===== src/rtl/fcl_bus_pkg.sv =====
// Shared FCL bus constants, arbiter FSM states and the clogb2 sizing helper.
package fcl_bus_pkg;

  localparam int unsigned ADDR_W = 32;
  localparam int unsigned DATA_W = 32;

  typedef enum logic [0:0] {
    ARB  = 1'b0,
    WAIT = 1'b1
  } fcl_state_e;

  // Index width for `value` items; never returns less than 1.
  function automatic int unsigned clogb2(input int unsigned value);
    int unsigned r;
    r = 1;
    while ((32'd1 << r) < value) r = r + 1;
    return r;
  endfunction

endpackage


===== src/rtl/fcl_rr_pick.sv =====
// Combinational round-robin picker: first set req bit at or after ptr, wrapping.
module fcl_rr_pick
  import fcl_bus_pkg::*;
#(
  parameter int unsigned N    = 4,
  parameter int unsigned IdxW = clogb2(N)
) (
  input  logic [N-1:0]    req,
  input  logic [IdxW-1:0] ptr,
  output logic            valid,
  output logic [IdxW-1:0] idx
);

  logic [IdxW:0] cand;

  always_comb begin
    valid = 1'b0;
    idx   = '0;
    cand  = '0;
    for (int k = 0; k < int'(N); k++) begin
      cand = {1'b0, ptr} + (IdxW+1)'(k);
      if (cand >= (IdxW+1)'(N)) cand = cand - (IdxW+1)'(N);
      if (!valid && req[cand[IdxW-1:0]]) begin
        valid = 1'b1;
        idx   = cand[IdxW-1:0];
      end
    end
  end

endmodule


===== src/rtl/fcl_bus_arbiter.sv =====
// Round-robin arbiter sharing the FCL register bus among NUM_MASTERS requesters,
// one outstanding single-cycle request per master, guarded by a per-transaction watchdog.
module fcl_bus_arbiter
  import fcl_bus_pkg::*;
#(
  parameter int unsigned NUM_MASTERS  = 4,
  parameter int unsigned BUS_TIME_OUT = 100
) (
  input  logic                            sys_clk,
  input  logic                            _reset,
  input  logic [NUM_MASTERS-1:0]          m_read,
  input  logic [NUM_MASTERS-1:0]          m_write,
  input  logic [ADDR_W*NUM_MASTERS-1:0]   m_addr,
  input  logic [DATA_W*NUM_MASTERS-1:0]   m_wdata,
  output logic [NUM_MASTERS-1:0]          m_ack,
  output logic [NUM_MASTERS-1:0]          m_error,
  output logic [DATA_W-1:0]               m_rdata,
  output logic [ADDR_W-1:0]               s_addr,
  output logic [DATA_W-1:0]               s_wdata,
  output logic                            s_read,
  output logic                            s_write,
  input  logic                            s_ack,
  input  logic [DATA_W-1:0]               s_rdata,
  output logic [clogb2(NUM_MASTERS)-1:0]  grant_id,
  output logic                            busy,
  output logic [7:0]                      timeout_count
);

  localparam int unsigned     IdxW    = clogb2(NUM_MASTERS);
  localparam int unsigned     WdW     = clogb2(BUS_TIME_OUT);
  localparam logic [WdW-1:0]  WdLast  = WdW'(BUS_TIME_OUT - 1);
  localparam logic [IdxW-1:0] LastIdx = IdxW'(NUM_MASTERS - 1);

  fcl_state_e             state;
  logic [NUM_MASTERS-1:0] pending;
  logic [NUM_MASTERS-1:0] pend_wr;
  logic [NUM_MASTERS-1:0] accept;
  logic [NUM_MASTERS-1:0] clr;
  logic [IdxW-1:0]        rr_ptr;
  logic [IdxW-1:0]        pick_idx;
  logic                   pick_valid;
  logic [WdW-1:0]         wd;
  logic [ADDR_W-1:0]      addr_buf  [NUM_MASTERS];
  logic [DATA_W-1:0]      wdata_buf [NUM_MASTERS];

  // Slot of the granted master is released on ack or on watchdog expiry.
  always_comb begin
    clr = '0;
    if (state == WAIT && (s_ack || wd == WdLast)) clr[grant_id] = 1'b1;
  end

  // A strobe on a busy slot is dropped, unless that slot is being released this cycle.
  assign accept = (m_read | m_write) & (~pending | clr);

  always_ff @(posedge sys_clk) begin
    for (int i = 0; i < int'(NUM_MASTERS); i++) begin
      if (accept[i]) begin
        addr_buf[i]  <= m_addr[ADDR_W*i +: ADDR_W];
        wdata_buf[i] <= m_wdata[DATA_W*i +: DATA_W];
      end
    end
  end

  fcl_rr_pick #(
    .N    (NUM_MASTERS),
    .IdxW (IdxW)
  ) u_pick (
    .req   (pending),
    .ptr   (rr_ptr),
    .valid (pick_valid),
    .idx   (pick_idx)
  );

  always_ff @(posedge sys_clk or negedge _reset) begin
    if (!_reset) begin
      state         <= ARB;
      pending       <= '0;
      pend_wr       <= '0;
      rr_ptr        <= '0;
      wd            <= '0;
      grant_id      <= '0;
      s_addr        <= '0;
      s_wdata       <= '0;
      s_read        <= 1'b0;
      s_write       <= 1'b0;
      m_ack         <= '0;
      m_error       <= '0;
      m_rdata       <= '0;
      busy          <= 1'b0;
      timeout_count <= '0;
    end else begin
      s_read  <= 1'b0;
      s_write <= 1'b0;
      m_ack   <= '0;
      m_error <= '0;
      pending <= (pending & ~clr) | accept;
      pend_wr <= (pend_wr & ~accept) | (m_write & accept);
      unique case (state)
        ARB: begin
          if (pick_valid) begin
            grant_id <= pick_idx;
            s_addr   <= addr_buf[pick_idx];
            s_wdata  <= wdata_buf[pick_idx];
            s_write  <= pend_wr[pick_idx];
            s_read   <= ~pend_wr[pick_idx];
            rr_ptr   <= (pick_idx == LastIdx) ? '0 : pick_idx + 1'b1;
            wd       <= '0;
            busy     <= 1'b1;
            state    <= WAIT;
          end
        end
        WAIT: begin
          wd <= wd + 1'b1;
          if (s_ack) begin
            m_rdata         <= s_rdata;
            m_ack[grant_id] <= 1'b1;
            busy            <= 1'b0;
            state           <= ARB;
          end else if (wd == WdLast) begin
            m_error[grant_id] <= 1'b1;
            if (timeout_count != 8'hFF) timeout_count <= timeout_count + 1'b1;
            busy  <= 1'b0;
            state <= ARB;
          end
        end
        default: state <= ARB;
      endcase
    end
  end

endmodule


===== config.mk =====
export PLATFORM = sky130hd
export DESIGN_NAME = fcl_bus_arbiter
export DESIGN_NICKNAME = d
export VERILOG_FILES = /design/src/rtl/fcl_bus_pkg.sv /design/src/rtl/fcl_rr_pick.sv /design/src/rtl/fcl_bus_arbiter.sv
export SDC_FILE = /design/constraint.sdc
export NUM_CORES = 1
export LEC_CHECK = 0
export ABC_AREA = 0
export BUFFER_PORTS_ARGS = -buffer_cell sky130_fd_sc_hd__buf_2
export CAP_MARGIN = 10
export CORE_ASPECT_RATIO = 1.25
export CORE_MARGIN = 5
export CORE_UTILIZATION = 30
export CTS_CLUSTER_SIZE = 24
export DETAILED_ROUTE_END_ITERATION = 8
export GPL_TIMING_DRIVEN = 0
export SLEW_MARGIN = 25
export SYNTH_ARGS = -nofsm -noshare
export SYNTH_HDL_FRONTEND = slang
export SYNTH_SLANG_ARGS = --single-unit

===== constraint.sdc =====
create_clock -name sys_clk -period 8.2 [get_ports sys_clk]
set_clock_uncertainty 0.1 [all_clocks]
set_input_delay 1.23 -clock sys_clk [delete_from_list [all_inputs] [get_ports sys_clk]]
set_output_delay 1.23 -clock sys_clk [all_outputs]
set_load 0.1 [all_outputs]

======== After elaboration in Yosys (flattened, before gate mapping) ========
Memory sizes are Yosys's and may differ from the RTL's. A register that Yosys moved wholly into a read port is not among the register bits.
Cells that the tools add are included.
operators by class
  add/subtract/negate cells ............... 10
  order comparisons ....................... 11
  eq/ne operators ......................... 5
  multiplexer cells ....................... 53
  bitwise gates (word level) .............. 14
  reductions and logical operators ........ 15
operator list
  cell                                                                                 number
  1-bit two-way mux                                                                    28
  4-bit two-way mux                                                                    6
  2-bit by 3-bit less-than comparator with 1-bit output, second input constant         6
  2-bit two-way mux                                                                    9
  4-bit bitwise AND                                                                    4
  4-bit bitwise OR                                                                     4
  7-bit one-hot mux with 2 select lines                                                1
  4-bit inverter                                                                       3
  1-bit binary-select mux with 2-bit select                                            5
  3-bit greater-or-equal comparator, second input constant                             3
  8-bit by 1-bit adder with 8-bit output, second input constant                        1
  8-bit inequality test, second input constant                                         1
  2-bit by 1-bit subtractor with 2-bit output, second input constant                   4
  7-bit by 1-bit adder with 7-bit output, second input constant                        1
  7-bit equality test, second input constant                                           1
  7-bit two-way mux                                                                    1
  2-bit by 2-bit adder with 3-bit output, second input constant                        2
  2-bit AND reduction                                                                  3
  1-bit logical AND                                                                    5
  1-bit logical NOT                                                                    5
  1-bit one-hot mux with 2 select lines                                                2
  4-bit AND reduction                                                                  1
  2-bit by 1-bit adder with 3-bit output, second input constant                        1
  2-bit by 3-bit greater-or-equal comparator with 1-bit output, second input constant  1
  other kinds (8)                                                                      10
storage, ports and cells
  register bits after elaboration ......... 71
  memory bits (writable) .................. 256
  input bits .............................. 299
  output and inout bits ................... 117
  logic and storage cells ................. 123
  memories kept ........................... 2
memories
  name       depth  bits a word  rd ports  clocked after memory_dff  wr ports  RTL line               text
  addr_buf   4      32           1         1                         4         fcl_bus_arbiter.sv:43  logic [ADDR_W-1:0] addr_buf [NUM_MASTERS];
  wdata_buf  4      32           1         1                         4         fcl_bus_arbiter.sv:44  logic [DATA_W-1:0] wdata_buf [NUM_MASTERS];

======== Longest topological paths before layout ========
Gate-level depths: netlist of the first run.
  depth in word-level cells ............... 19
  depth in mapped cells ................... 8
  gate-level depth less buffers ........... 5

======== By module ========
A second synthesis of the first run with hierarchy kept.
unflattened totals
  cells, all modules ...................... 850
  area total of the unflattened synthesis .. 14591.5 sq um
by module, submodules not included
  module           times used  cells each  area an instance (sq um)  sequential area each (sq um)
  fcl_bus_arbiter  1           835         14513.9                   11065.6
  fcl_rr_pick      1           15          77.6                      0.0

======== Worst setup path after synthesis of the first run ========
No wires, ideal clock.
  path type ............................... in2reg
  start point ............................. input port s_ack
  end point ............................... memory addr_buf[0][0], enable pin
  library setup time ...................... 0.427 ns
  data arrival time ....................... 3.350 ns
  data required time ...................... 7.673 ns
  slack ................................... 4.324 ns
  stages .................................. 3
  buffers on the path ..................... 0
  path through ............................ a31oi_1 > o41ai_1 > o21a_1
RTL lines
  element             RTL line               text
  start: declaration  fcl_bus_arbiter.sv:22  input logic s_ack,
  end: declaration    fcl_bus_arbiter.sv:43

==> impl.org, run 1 <==
** Outcome
- The flow ran to the end, and the final reports show no timing, DRC or antenna violations.

** STA
- Setup violations remaining at the end of the flow were counted as 0.
- Summed over all failing endpoints, the final setup total negative slack is 0 ps.
- Worst slew slack as a fraction of its limit :: 37.1%
- Of the available clock period, the critical path in the final layout requires 39.2%.
- The number of pins with negative max-slew slack in the final report is 0.
- Final critical delay including setup and external delays :: 3220 ps
- Worst Slack Setup Final :: 4980 ps
- For this run, the top clock speed supported by timing is 0.311 GHz.
- Unrepaired setup endpoints after global routing :: false
- Number of hold violations in the final report :: 0
- For the pin with the worst max-slew slack, the measured transition is 944 ps.

** Power
- The internal power of the cells totals 4.31 mW.
- Worst ir drop on vdd :: 0.235 mV
- In this run the power density over the cells is 396 nW/um^2.
- Fraction of power spent switching nets :: 43.8%
- Fraction of power consumed by combinational cells :: 40.3%
- Leakage power figure :: 7.74 nW
- Sequential Power Share :: 34.7%
- Summed over all nets, the switching power comes to 3.36 mW.
- The clock network accounts for 25.0% of the total power.

** Die
- Std cell rows :: 91
- Initial cell density of the core :: 30.2%
- After floorplanning, the core was sized to cover 49,300 sq um.
- Number of top-level pins :: 416
- Measured along the x axis, the die boundary spans 209 um.
- Overall die area :: 54,300 sq um
- The die is 259 um tall.

** Drt
- Count of TritonRoute iterations in the first routing pass :: 4
- The detailed router finished its first iteration with 449 violations.
- Routed WL per cell :: 21.4 um
- Residual antenna-violating net count after detailed routing :: 0
- Wirelength, routed :: 44.8 mm
- Remaining DRCs :: 0
- Summing over every cut layer, the via total after detailed routing is 9,824.
- Using the TritonRoute via totals, the vias-per-cell ratio works out to 4.70.

** Clock tree
- Clock root buffer :: sky130_fd_sc_hd__clkbuf_16
- In this run, CTS created clock tree buffers numbering 42.
- Maximum clock insertion buffer count :: 3
- TritonCTS built the clock tree.
- TritonCTS sink count :: 391
- Buffers inserted to repair hold after CTS numbered 0.
- Clock latency on the worst-skew pair, taken at its later pin, is 550 ps.
- Post-CTS setup repair buffer count :: 0
- Post_cts resized :: 0
- Level count of the clock H-tree :: 2
- Post-CTS clock slew at the launch and capture registers of the worst setup and hold paths :: 60 ps

** Place
- At the end of routability-driven placement, the weighted congestion stood at 0.797.
- OpenSTA, run right after detailed placement, puts the worst setup slack at 4700 ps.
- Total cell area at the placement stage :: 18,000 sq um
- Dpl hpwl :: 33.2 mm
- Input and output buffers added on the ports amount to 415.
- In this run, placement finished with an instance count of 2,002.

** Yosys
- Number of flops mapped to enable cells by yosys :: 256
- Count of cell types in the netlist :: 43
- YS warnings :: 0
- Summing every instance area after synthesis gives 14,900 sq um.
- Of all flip-flops after synthesis, the portion carrying an async set or reset was 34.5%.
- Leading area contributor after synthesis :: sky130_fd_sc_hd__edfxtp_1
- Top-area cell type share of the netlist area :: 51.6%
- By area the synthesized netlist is led by sky130_fd_sc_hd__edfxtp_1, sky130_fd_sc_hd__dfrtp_1, sky130_fd_sc_hd__mux2i_1.
- Synthesized Nets :: 1,232
- Synthesis-stage register bit count :: 391
- The share of the Yosys chip area taken by registers is 74.3%.
- Sorting the synthesized cells by how often they occur yields sky130_fd_sc_hd__edfxtp_1, sky130_fd_sc_hd__dfrtp_1, sky130_fd_sc_hd__nor2_1.
- Counting every instance in the synthesized netlist gives 931.
- Most frequently used flop master after synthesis :: sky130_fd_sc_hd__edfxtp_1
- Each instance of the synthesized netlist takes up on average 16.0 sq um.
- Cell with the most instances after synthesis :: sky130_fd_sc_hd__edfxtp_1

** Critical path
- In this run the critical register-to-register path is launched from wd[2]$_DFFE_PN0P_.
- For this design, the slowest cell found on the critical path is sky130_fd_sc_hd__o41ai_1.
- Worst R2R End :: wdata_buf[0][15]$_DFFE_PP_
- Reg2reg setup slack :: 4980 ps
- Cell breakdown of the critical path :: nor4b_1, a31oi_1, o41ai_1, o21a_4, buf_16
- Kind of critical path :: reg2reg
- The number of buffers and inverters on the critical path is 1.
- Biggest fanout along the worst timing path :: 38
- CP arrival :: 3340 ps
- For the worst flop-to-flop path, the logic depth is 5.
- CP startpoint kind :: flip-flop
- For the worst setup path, the data required time is 8320 ps.
- The largest single stage delay on the critical path is 680 ps.
- Broken down by cell family, the worst path's largest delay share belongs to compound AO/OA/AOI/OAI gates.
- Capturing element type of the critical path :: flip-flop

** Worst hold path
- Hold path endpoint :: timeout_count[6]$_DFFE_PN0P_
- The tightest min-delay check is of the reg2reg type.
- Hold_sp :: timeout_count[6]$_DFFE_PN0P_
- Hold Path Stages :: 1

** Cells and area
- Cell area after layout :: 19,400 sq um
- Area growth from synthesis to layout :: 30.0%
- Fraction of layout cells with a size suffix above 1 :: 39.2%
- Net count of the finished layout :: 1,696
- Post-Layout Cell Count :: 2,088

** Global routing
- Entering global routing, the biggest net connects 83 pins.
- The initial antenna violation count was 16.
- Global routing used 15.9% of the available tracks.
- Total overflow reported by the global router :: 0
- The first global-routing pass estimated 65.5 mm of wire.
- Via count of the first global-routing pass :: 10,600

** Job
- Max Cap Violations :: 0
[power by group through the flow]
stage	sequential, mW	clock, mW	combinational, mW
2_1_floorplan	4.06	0	0.937
3_5_place_dp	2.70	0	3.14
6_report	2.66	1.92	3.09
3_3_place_gp	2.71	0	3.08
5_1_grt	2.70	2.05	3.25
4_1_cts	2.66	1.98	3.15
[kinds of logic after synthesis]
family / synth area share, %
AOI/OAI and AO/OA: 9.34
xor gates and xnor gates: 0.588
adders and majority gates: 0.168
buffers and inverters: 2.07
DFF: 74.3
muxes: 6.86
and+or+nand+nor: 6.72
[flip-flops by register name, summed over array words and instances (netlist names), named ones only]
| signal | count |
|---|---|
| m_ack | 4 |
| wdata_buf | 128 |
| wd | 7 |
| grant_id | 2 |
| m_rdata | 32 |
| m_error | 4 |
| state | 1 |
| pending | 4 |
| s_read | 1 |
| s_addr | 32 |
| s_wdata | 32 |
| timeout_count | 8 |
| rr_ptr | 2 |
| busy | 1 |
| addr_buf | 128 |
| s_write | 1 |
[routing by layer]
layer / global-route usage [%] / vias up / share of wire (%)
li1: - / 4569 / -
met1: 18.8 / 4808 / 39
met2: 27.8 / 345 / 51
met3: 4.45 / 90 / 6.6
met4: 5.57 / 12 / 3.0
met5: 0 / - / 0.16
[stage by stage]
stage / total power [mW] / utilization (%) / hold slack, ps
2_1_floorplan: 5.00 / - / 349
3_3_place_gp: 5.80 / 36.1 / 379
3_5_place_dp: 5.84 / 36.4 / 387
5_1_grt: 8.01 / 39.3 / 419
6_report: 7.67 / 39.3 / 394
4_1_cts: 7.79 / 39.3 / 396
[cell type report]
class | count | area, sq um
Antenna cell | 10 | 25.0
Fill cell | 4673 | 29900
Inverter | 1 | 3.75
Sequential cell | 391 | 11100
Clock buffer | 59 | 1200
Timing Repair Buffer | 420 | 2210
Buffer | 61 | 304
Multi-Input combinational cell | 478 | 3560
Tap cell | 651 | 815
Clock inverter | 17 | 200
[cell usage in the layout (no fill, tap or decap), drive strengths merged, types with 5 or more instances in the layout]
cell type  Yosys  layout
xnor2          7       7
mux2          33      33
inv            1       6
clkinv         0       7
o21a           5       5
buf           19     439
dfrtp        135     135
o21ai         10      10
nand4          6       6
diode          0      10
clkbuf        42     101
and3          69      69
edfxtp       256     256
nand3          6       6
a211oi        64      64
nand2         26      26
mux2i         65      65
a2111oi       64      64
nor2          81      81
[worst max path at each step]
stage,startpoint,to,slack (ps),cells past startpoint
3_3_place_gp,s_ack,addr_buf[0][19]$_DFFE_PP_,2790,4
6_report,wd[2]$_DFFE_PN0P_,wdata_buf[0][15]$_DFFE_PP_,4980,5
3_5_place_dp,s_ack,addr_buf[0][19]$_DFFE_PP_,4700,5
5_1_grt,wd[2]$_DFFE_PN0P_,wdata_buf[0][15]$_DFFE_PP_,4790,5
4_1_cts,wd[2]$_DFFE_PN0P_,addr_buf[0][22]$_DFFE_PP_,4980,5
2_1_floorplan,s_ack,addr_buf[0][0]$_DFFE_PP_,4320,3
Note: power is estimated with default switching activity, not from simulation.
==> run 2, diff against run 1 <==
Settings changed: ABC_AREA 0 to 1.
Clock period 8.2 ns to 2.6 ns, I/O delays scaled along.
==> run 2 against run 1 <==
  * Clock-buffer cell count down 2
  * Clock power rose to 3.5 times the previous value
  * Sequential power rose to 3.3 times the previous value
  * Worst hold slack worse by 62 ps
  * Synthesized cell count up 71%
  * Synthesized area up 12%
  * Largest power group unchanged
  * Maximum frequency up 33%
  * Sequential cell count unchanged
==> impl.org, run 2 <==
** Outcome
- Status :: finished clean

** Critical path
- On the critical path, the stage with the largest delay is an instance of sky130_fd_sc_hd__clkbuf_1.
- Beginning of the worst register-to-register path :: rr_ptr[0]$_DFFE_PN0P_
- Of all nets on the critical path, the largest fanout is 10.
- Data arrives at the worst endpoint at 2780 ps.
- Setup slack on the worst reg-to-reg path comes out at 180 ps.
- Cell breakdown of the critical path :: buf_6, inv_6, nand2_1, nand2_2, nand2_1, nand2_1, nor2_4, nand3_4, clkbuf_1, nand4_1, nand3_1, nand2_1, nand2_1, nand2_1
- Kind of critical path :: reg2reg
- The worst register-to-register path has a depth of 14.
- The critical path starts at rr_ptr[0]$_DFFE_PN0P_.
- Biggest cell delay along the critical path :: 480 ps
- In this run the worst setup path terminates at s_wdata[27]$_DFFE_PN0P_.
- By instance count, the cell type seen most on the critical path is sky130_fd_sc_hd__nand2_1.
- Worst R2R End :: s_wdata[27]$_DFFE_PN0P_
- The worst setup path is captured at a flip-flop.
- CP startpoint kind :: flip-flop
- For the worst setup path, the data required time is 2960 ps.

** STA
- For the pin with the worst max-slew slack, the measured transition is 576 ps.
- The worst path needs 2420 ps of the cycle, external delays included.
- Number of hold violations in the final report :: 0
- Derived from the worst setup path, the maximum achievable clock frequency is 0.413 GHz.
- Unrepaired setup endpoints after global routing :: true
- Final-report max-slew violation count :: 0
- Fin crit share :: 93.2%
- Setup violations remaining at the end of the flow were counted as 0.
- Worst slew slack as a fraction of its limit :: 61.6%

** Power
- Power density over the cells :: 1320 nW/um^2
- Worst ir drop on vdd :: 0.795 mV
- Power comes to 32.8 mW.
- Leakage power figure :: 11.8 nW

** Clock tree
- Source-to-sink clock delay at the later pin of the worst-skew pair :: 570 ps
- TritonCTS built the clock tree.
- Maximum clock insertion buffer count :: 3
- Buffers inserted during clock tree synthesis total 43.
- Post-CTS clock slew at the launch and capture registers of the worst setup and hold paths :: 60 ps
- Level count of the clock H-tree :: 2
- CTS saw 391 sinks.
- Clock root buffer :: sky130_fd_sc_hd__clkbuf_16

** Die
- Std cell rows :: 96
- X dimension of the die :: 221 um
- Initial cell density of the core :: 30.3%
- Number of top-level pins :: 416
- Die Y-Extent :: 273 um
- The floorplan step defined a die boundary enclosing 60,400 sq um.
- Area inside the core boundary :: 55,000 sq um

** Drt
- Residual antenna-violating net count after detailed routing :: 0
- Dividing the detail-routed via count by the number of cells gives 4.55.
- The routed design has 58.2 mm of wire.
- Remaining DRCs :: 0
- For this run, the detailed router's first-pass iteration total came to 5.
- The routed layout has 14,400 vias.
- For this block, the initial DRC count from the detailed router was 823.
- Routed WL per cell :: 18.4 um

** Place
- Total cell area at the placement stage :: 20,000 sq um
- The congestion estimate from routability-driven global placement came to 0.845.
- Buffers on Ports :: 415
- Dpl hpwl :: 40.3 mm

** Yosys
- Most frequently used flop master after synthesis :: sky130_fd_sc_hd__edfxtp_1
- The synthesized design contains 256 enable-type register cells.
- Cell with the most instances after synthesis :: sky130_fd_sc_hd__nand2_1
- Synthesis-stage register bit count :: 391
- The synthesized netlist occupies a cell area of 16,700 sq um.
- YS warnings :: 0
- Asr flop ratio synth :: 34.5%
- By count the netlist is led by sky130_fd_sc_hd__nand2_1, sky130_fd_sc_hd__inv_1, sky130_fd_sc_hd__edfxtp_1.
- Synthesis instantiated 31 different standard cells from the library.
- Synthesized instance count :: 1,595
- After synthesis, the mean cell area works out to 10.4 sq um.
- Yosys attributes the largest share of cell area to sky130_fd_sc_hd__edfxtp_1, sky130_fd_sc_hd__dfrtp_1, sky130_fd_sc_hd__nand2_1.
- Leading area contributor after synthesis :: sky130_fd_sc_hd__edfxtp_1
- Top-area cell type share of the netlist area :: 46.2%
- Synthesized Nets :: 1,896
- For this run, the register share of the synthesized area comes to 66.4%.

** Cells and area
- Net count of the finished layout :: 2,677
- From synthesis to final layout, the design area changed by 49.1%.
- Leaving out fill and tap cells, the most frequent cells in the layout are sky130_fd_sc_hd__nand2_1, sky130_fd_sc_hd__buf_2, sky130_fd_sc_hd__dlygate4sd3_1.
- The sequential cells in the finished layout cover a total of 11,100 sq um.
- Cells with a size suffix above 1 make up 26.2% of the layout.
- Multi-input gate area in the final layout :: 4050 sq um
- Leaving out fill and tap cells, the most frequent cell in the layout is sky130_fd_sc_hd__nand2_1.
- Biggest registers after layout :: addr_buf x128, wdata_buf x128
- The finished cells cover 24,800 sq um.
- The layout has 5,109 filler cells.

** Global routing
- For this run the aggregate overflow at the end of global routing stands at 0.
- For this run, global-route usage on met3 was measured as 3.53%.
- For met2 alone, demand over resource in global routing was 33.0%.
- The via count of the first global-routing pass was 15,200.
- First-pass GRT wire length :: 86.6 mm
- The layer flagged by global routing as most heavily used is met2.
- Total Routing Usage GR :: 18.7%
- Entering global routing, the biggest net connects 87 pins.
- The initial antenna violation count is 21.
- For met1 alone, demand over resource in global routing was 21.8%.

** Worst hold path
- The worst hold path belongs to the class in2async.

** Job
- Max Cap Violations :: 0
run 2: changes by cell type after synthesis, moves of 58 or more:
cell / previous run / this run
sky130_fd_sc_hd__nand2_1: 26 / 454
sky130_fd_sc_hd__inv_1: 1 / 276
sky130_fd_sc_hd__nand3_1: 6 / 150
sky130_fd_sc_hd__nand4_1: 6 / 131
sky130_fd_sc_hd__and3_1: 69 / 1
sky130_fd_sc_hd__mux2i_1: 65 / 0
sky130_fd_sc_hd__nor2_1: 81 / 23
run 2: critical path: cells and delay by family, from the launching register on:
kind                   cells  cell delay [ps]
and+or+nand+nor           11             1110
buffers and inverters      3              720
DFF                        1              370
run 2: how the worst min path moves through the flow:
| stage | slack, ps | end |
|---|---|---|
| floorplan | -6 | asynchronous set/reset pin |
| global placement | 360 | s_addr[28]$_DFFE_PN0P_ |
| detailed placement | 340 | s_wdata[6]$_DFFE_PN0P_ |
| CTS | 320 | s_wdata[6]$_DFFE_PN0P_ |
| global route | 370 | s_wdata[6]$_DFFE_PN0P_ |
| finish | 330 | s_wdata[6]$_DFFE_PN0P_ |
run 2: per-layer routing:
metal	vias to the layer above	wire length (um)
met5	-	45
met4	8	2950
met3	186	3810
met2	601	29400
met1	6768	22000
li1	6816	-
run 2: stage by stage:
step / utilization, % / setup WS [ps] / instances / hold slack (ps) / setup TNS, ps
after floorplan: - / -30.9 / 1595 / -5.59 / -7910
after global placement: 35.8 / -1520 / 2745 / 362 / -423510
after detailed placement: 36.3 / -225 / 2758 / 341 / -14940
after CTS: 44.8 / 12.8 / 3144 / 317 / 0
after global routing: 45.1 / -18.3 / 3157 / 367 / -31.2
final: 45.1 / 177 / 3162 / 332 / 0
run 2: logic make-up (layout without fill, tap and decap cells):
kind of cell / count (synthesis) / in the layout / synth area share (%)
simple gates: 768 / 768 / 20.6
flops: 391 / 391 / 66.4
buf+inv: 371 / 1186 / 9.44
mux: 33 / 33 / 2.23
compound gates: 23 / 23 / 0.744
xor+xnor: 7 / 7 / 0.368
fa+ha+maj: 2 / 2 / 0.150
other cells: 0 / 17 / 0
run 2: power by group:
| group | switching (mW) | total, mW | internal [mW] |
|---|---|---|---|
| logic | 12.9 | 17.2 | 4.31 |
| clock network | 2.61 | 6.77 | 4.16 |
| registers | 0.634 | 8.84 | 8.20 |
| total | 16.2 | 32.8 | 16.7 |
run 2: what timing repair did:
item / 4_1_cts / 5_1_grt
buffers inserted: 5 / 2
pin swaps: 0 / 2
gates resized for setup: 6 / 32
hold buffers: 302 / 0
hold endpoints to repair: 382 / 0
setup endpoints to repair: 132 / 121
cloned: 0 / 1
run 2: layout make-up:
cell class	instances	share of cell area, %
multi-input cells	833	16.3
clock inverters	22	1.40
clock buffers	57	4.97
repair buffers	738	22.2
well taps	735	3.70
flip-flops and latches	391	44.6
inverters	281	4.33
plain buffers	88	2.29
diodes	17	0.171
==> run 3, diff against run 2 <==
Settings changed: CORE_MARGIN 5 to 2, CORE_UTILIZATION 30 to 35.
==> run 3 against run 2 <==
  * Cell area shrank 1.7%
  * Clock-buffer cell count fell by 4
  * Largest power group unchanged
  * Die area decreased by 18%
  * Critical path type unchanged
  * Setup slack lost 31 ps
==> impl.org, run 3 (synthesis results as in run 2) <==
** Power
- In this run, flip-flops and latches consume 27.6% of the power.
- Reported net switching power :: 16.0 mW
- In this run the power density over the cells is 1310 nW/um^2.
- Leakage power figure :: 11.7 nW
- VDD sags by at most 0.749 mV.
- Cell-internal power :: 16.0 mW
- Net switching is 50.0% of the power.
- Overall Power :: 32.0 mW
- Combinational cells account for 53.4% of the total power.
- The clock network burns 19.0% of the power.

** Cells and area
- Once layout is complete, the utilization of the core stands at 51.8%.
- After filler insertion, the fill cell instance count of the layout stands at 4,135.
- In the final layout, the registers with the most flip-flops are addr_buf x128, wdata_buf x128.
- Most frequent cells in the layout :: sky130_fd_sc_hd__nand2_1, sky130_fd_sc_hd__buf_2, sky130_fd_sc_hd__dlygate4sd3_1
- Fraction of layout cells with a size suffix above 1 :: 26.5%
- Most frequent standard cell in the layout excluding fill and tap cells :: sky130_fd_sc_hd__nand2_1
- Compared with the post-synthesis result, the final layout area differs by 46.6%.
- Net count of the finished layout :: 2,676

** STA
- Across all setup checks in the final design, the least slack found is 146 ps.
- Measured against its own limit, the worst slew margin works out to 55.3%.
- Of the available clock period, the critical path in the final layout requires 94.4%.
- The number of pins with negative max-slew slack in the final report was 0.
- Unrepaired setup endpoints after global routing :: true
- Final setup TNS :: 0 ps
- Number of hold violations in the final report :: 0
- Final count of negative-setup-slack endpoints :: 0
- For the pin with the worst max-slew slack, the measured transition is 670 ps.
- The worst path in the final design needs a cycle of 2450 ps, including I/O delays and setup.
- F_max :: 0.407 GHz

** Outcome
- The flow ran to the end, and the final reports show no timing, DRC or antenna violations.

** Global routing
- Summed over all layers, the global routing overflow is 0.
- Pin count of the biggest net entering global routing :: 85
- First-pass GRT wire length :: 82.4 mm
- Total Routing Usage GR :: 22.2%
- Antenna violations before repair :: 10
- Via count of the first global-routing pass :: 14,900

** Drt
- Dividing the detail-routed wire length by the instance count gives 18.3 um.
- Wirelength, routed :: 55.9 mm
- Remaining DRCs :: 0
- Vias per cell :: 4.67
- Count of TritonRoute iterations in the first routing pass :: 5
- Summed over all nets, wire length on met2 after detailed routing comes to 28.6 mm.
- Met1 WL :: 21.9 mm
- Residual antenna-violating net count after detailed routing :: 0
- Initial drt markers :: 784
- Overall via count from detail_route :: 14,300
- In this run the top signal layer used is met5.
- Met3 WL :: 3.01 mm

** Die
- Overall die area :: 49,400 sq um
- The floorplan step set the die height to 248 um.
- 416 I/O pins were placed.
- The region available for standard cell placement spans 47,100 sq um.
- From left edge to right edge, the die measures 199 um.
- The floorplan has 89 rows.
- Initial cell density of the core :: 35.4%

** Critical path
- Reg2reg setup slack :: 150 ps
- Slowest stage cell on the critical path :: sky130_fd_sc_hd__dfrtp_1
- The critical path is of the reg2reg type.
- Beginning of the worst register-to-register path :: rr_ptr[0]$_DFFE_PN0P_
- Together, buffers and inverters on the worst path number 4.
- Biggest fanout along the worst timing path :: 10
- Cell breakdown of the critical path :: buf_4, inv_4, nand2_1, nand2_2, nand2_1, nand2_1, nor2_4, nand3_4, buf_6, buf_2, nand4_1, nand3_1, nand2_1, nand2_1, nand2_1
- Biggest cell delay along the critical path :: 360 ps
- Among cell families on the critical path, the largest total delay comes from simple AND/OR/NAND/NOR gates.
- The most critical setup path has its startpoint at rr_ptr[0]$_DFFE_PN0P_.
- Capturing element type of the critical path :: flip-flop
- For the worst setup path, the data arrival time is 2810 ps.
- Most Frequent Cell on Critical Path :: sky130_fd_sc_hd__nand2_1
- STA classifies the critical path startpoint as a flip-flop.
- Required time at the worst-slack endpoint :: 2950 ps

** Clock tree
- Post-CTS clock slew at the launch and capture registers of the worst setup and hold paths :: 60 ps
- Source-to-sink clock delay at the later pin of the worst-skew pair :: 570 ps
- TritonCTS sink count :: 391
- The number of clock buffers added by TritonCTS is 42.
- Level count of the clock H-tree :: 2
- Maximum clock insertion buffer count :: 3
- The cell sitting at the root of the clock tree is a sky130_fd_sc_hd__clkbuf_16.
- TritonCTS built the clock tree.

** Worst hold path
- Hold_sp :: s_ack
- The path class of the tightest hold or removal check is in2reg.

** Place
- Dpl hpwl :: 36.7 mm
- Final weighted congestion in routability-driven placement :: 0.858
- Port buffering added 415 buffers.
- Placement-stage worst setup slack :: -413 ps

** Job
- The tool flagged a number of max-cap violations equal to 0.
run 3: changes by cell type in the layout (fill, tap and decap cells not counted), sizes merged:
cell,previous run,this run
clkinv,8,16
diode,17,9
bufinv,8,3
clkbuf,84,80
dlygate4sd3,302,300
inv,279,280
run 3: what timing repair did:
| action | in CTS | in global routing |
|---|---|---|
| hold endpoints to repair | 379 | 0 |
| setup endpoints to repair | 271 | 168 |
| resized for setup | 10 | 42 |
| hold buffers | 300 | 0 |
| gates cloned | 2 | 0 |
| setup buffers | 8 | 3 |
run 3: power by group through the flow:
stage	registers [mW]	logic (mW)	clock network (mW)
3_5_place_dp	8.91	16.4	0
4_1_cts	8.80	16.9	6.23
6_report	8.81	17.1	6.08
2_1_floorplan	14.6	6.54	0
5_1_grt	8.95	18.4	6.47
3_3_place_gp	8.91	16.1	0
run 3: final cells by class:
class | count | area, sq um | area share (%)
clock buffer | 53 | 1180 | 4.85
timing repair buffer | 735 | 5390 | 22.1
clock inverter | 24 | 218 | 0.892
sequential | 391 | 11100 | 45.4
antenna | 9 | 22.5 | 0.0922
buffer | 89 | 589 | 2.41
timing repair inverter | 2 | 15.0 | 0.0615
multi-input combinational | 833 | 4060 | 16.6
tap | 637 | 797 | 3.26
inverter | 281 | 1070 | 4.39
run 3: metrics by stage:
stage / cells / hold slack, ps / cell area (sq um)
floorplan: 1595 / -5.59 / 16700
global placement: 2647 / 361 / 19600
detailed placement: 2656 / 354 / 19800
CTS: 3043 / 21.2 / 24300
global route: 3054 / 55.6 / 24400
finish: 3054 / 53.0 / 24400
run 3: path summary, 6_finish.rpt:
kind,to,cells past startpoint
max in group asynchronous,m_rdata[18]$_DFFE_PN0P_,3
worst max register to register,s_wdata[1]$_DFFE_PN0P_,15
worst max-delay path,s_wdata[1]$_DFFE_PN0P_,15
worst min-delay path,state$_DFF_PN0_,4
min in group asynchronous,s_wdata[5]$_DFFE_PN0P_,2
worst min register to register,s_wdata[11]$_DFFE_PN0P_,2
run 3: routing by layer:
| layer | vias up | global-route usage [%] |
|---|---|---|
| met2 | 537 | 39.5 |
| li1 | 6805 | - |
| met5 | - | 0 |
| met4 | 2 | 11.0 |
| met1 | 6783 | 25.9 |
| met3 | 147 | 3.64 |
run 3: worst reg2reg max path, stage by stage (launching register included):
cell	delay (ps)
sky130_fd_sc_hd__dfrtp_1	360
sky130_fd_sc_hd__buf_4	170
sky130_fd_sc_hd__inv_4	110
sky130_fd_sc_hd__nand2_1	70
sky130_fd_sc_hd__nand2_2	110
sky130_fd_sc_hd__nand2_1	100
sky130_fd_sc_hd__nand2_1	130
sky130_fd_sc_hd__nor2_4	60
sky130_fd_sc_hd__nand3_4	140
sky130_fd_sc_hd__buf_6	240
sky130_fd_sc_hd__buf_2	290
sky130_fd_sc_hd__nand4_1	160
sky130_fd_sc_hd__nand3_1	150
sky130_fd_sc_hd__nand2_1	70
sky130_fd_sc_hd__nand2_1	50
sky130_fd_sc_hd__nand2_1	50
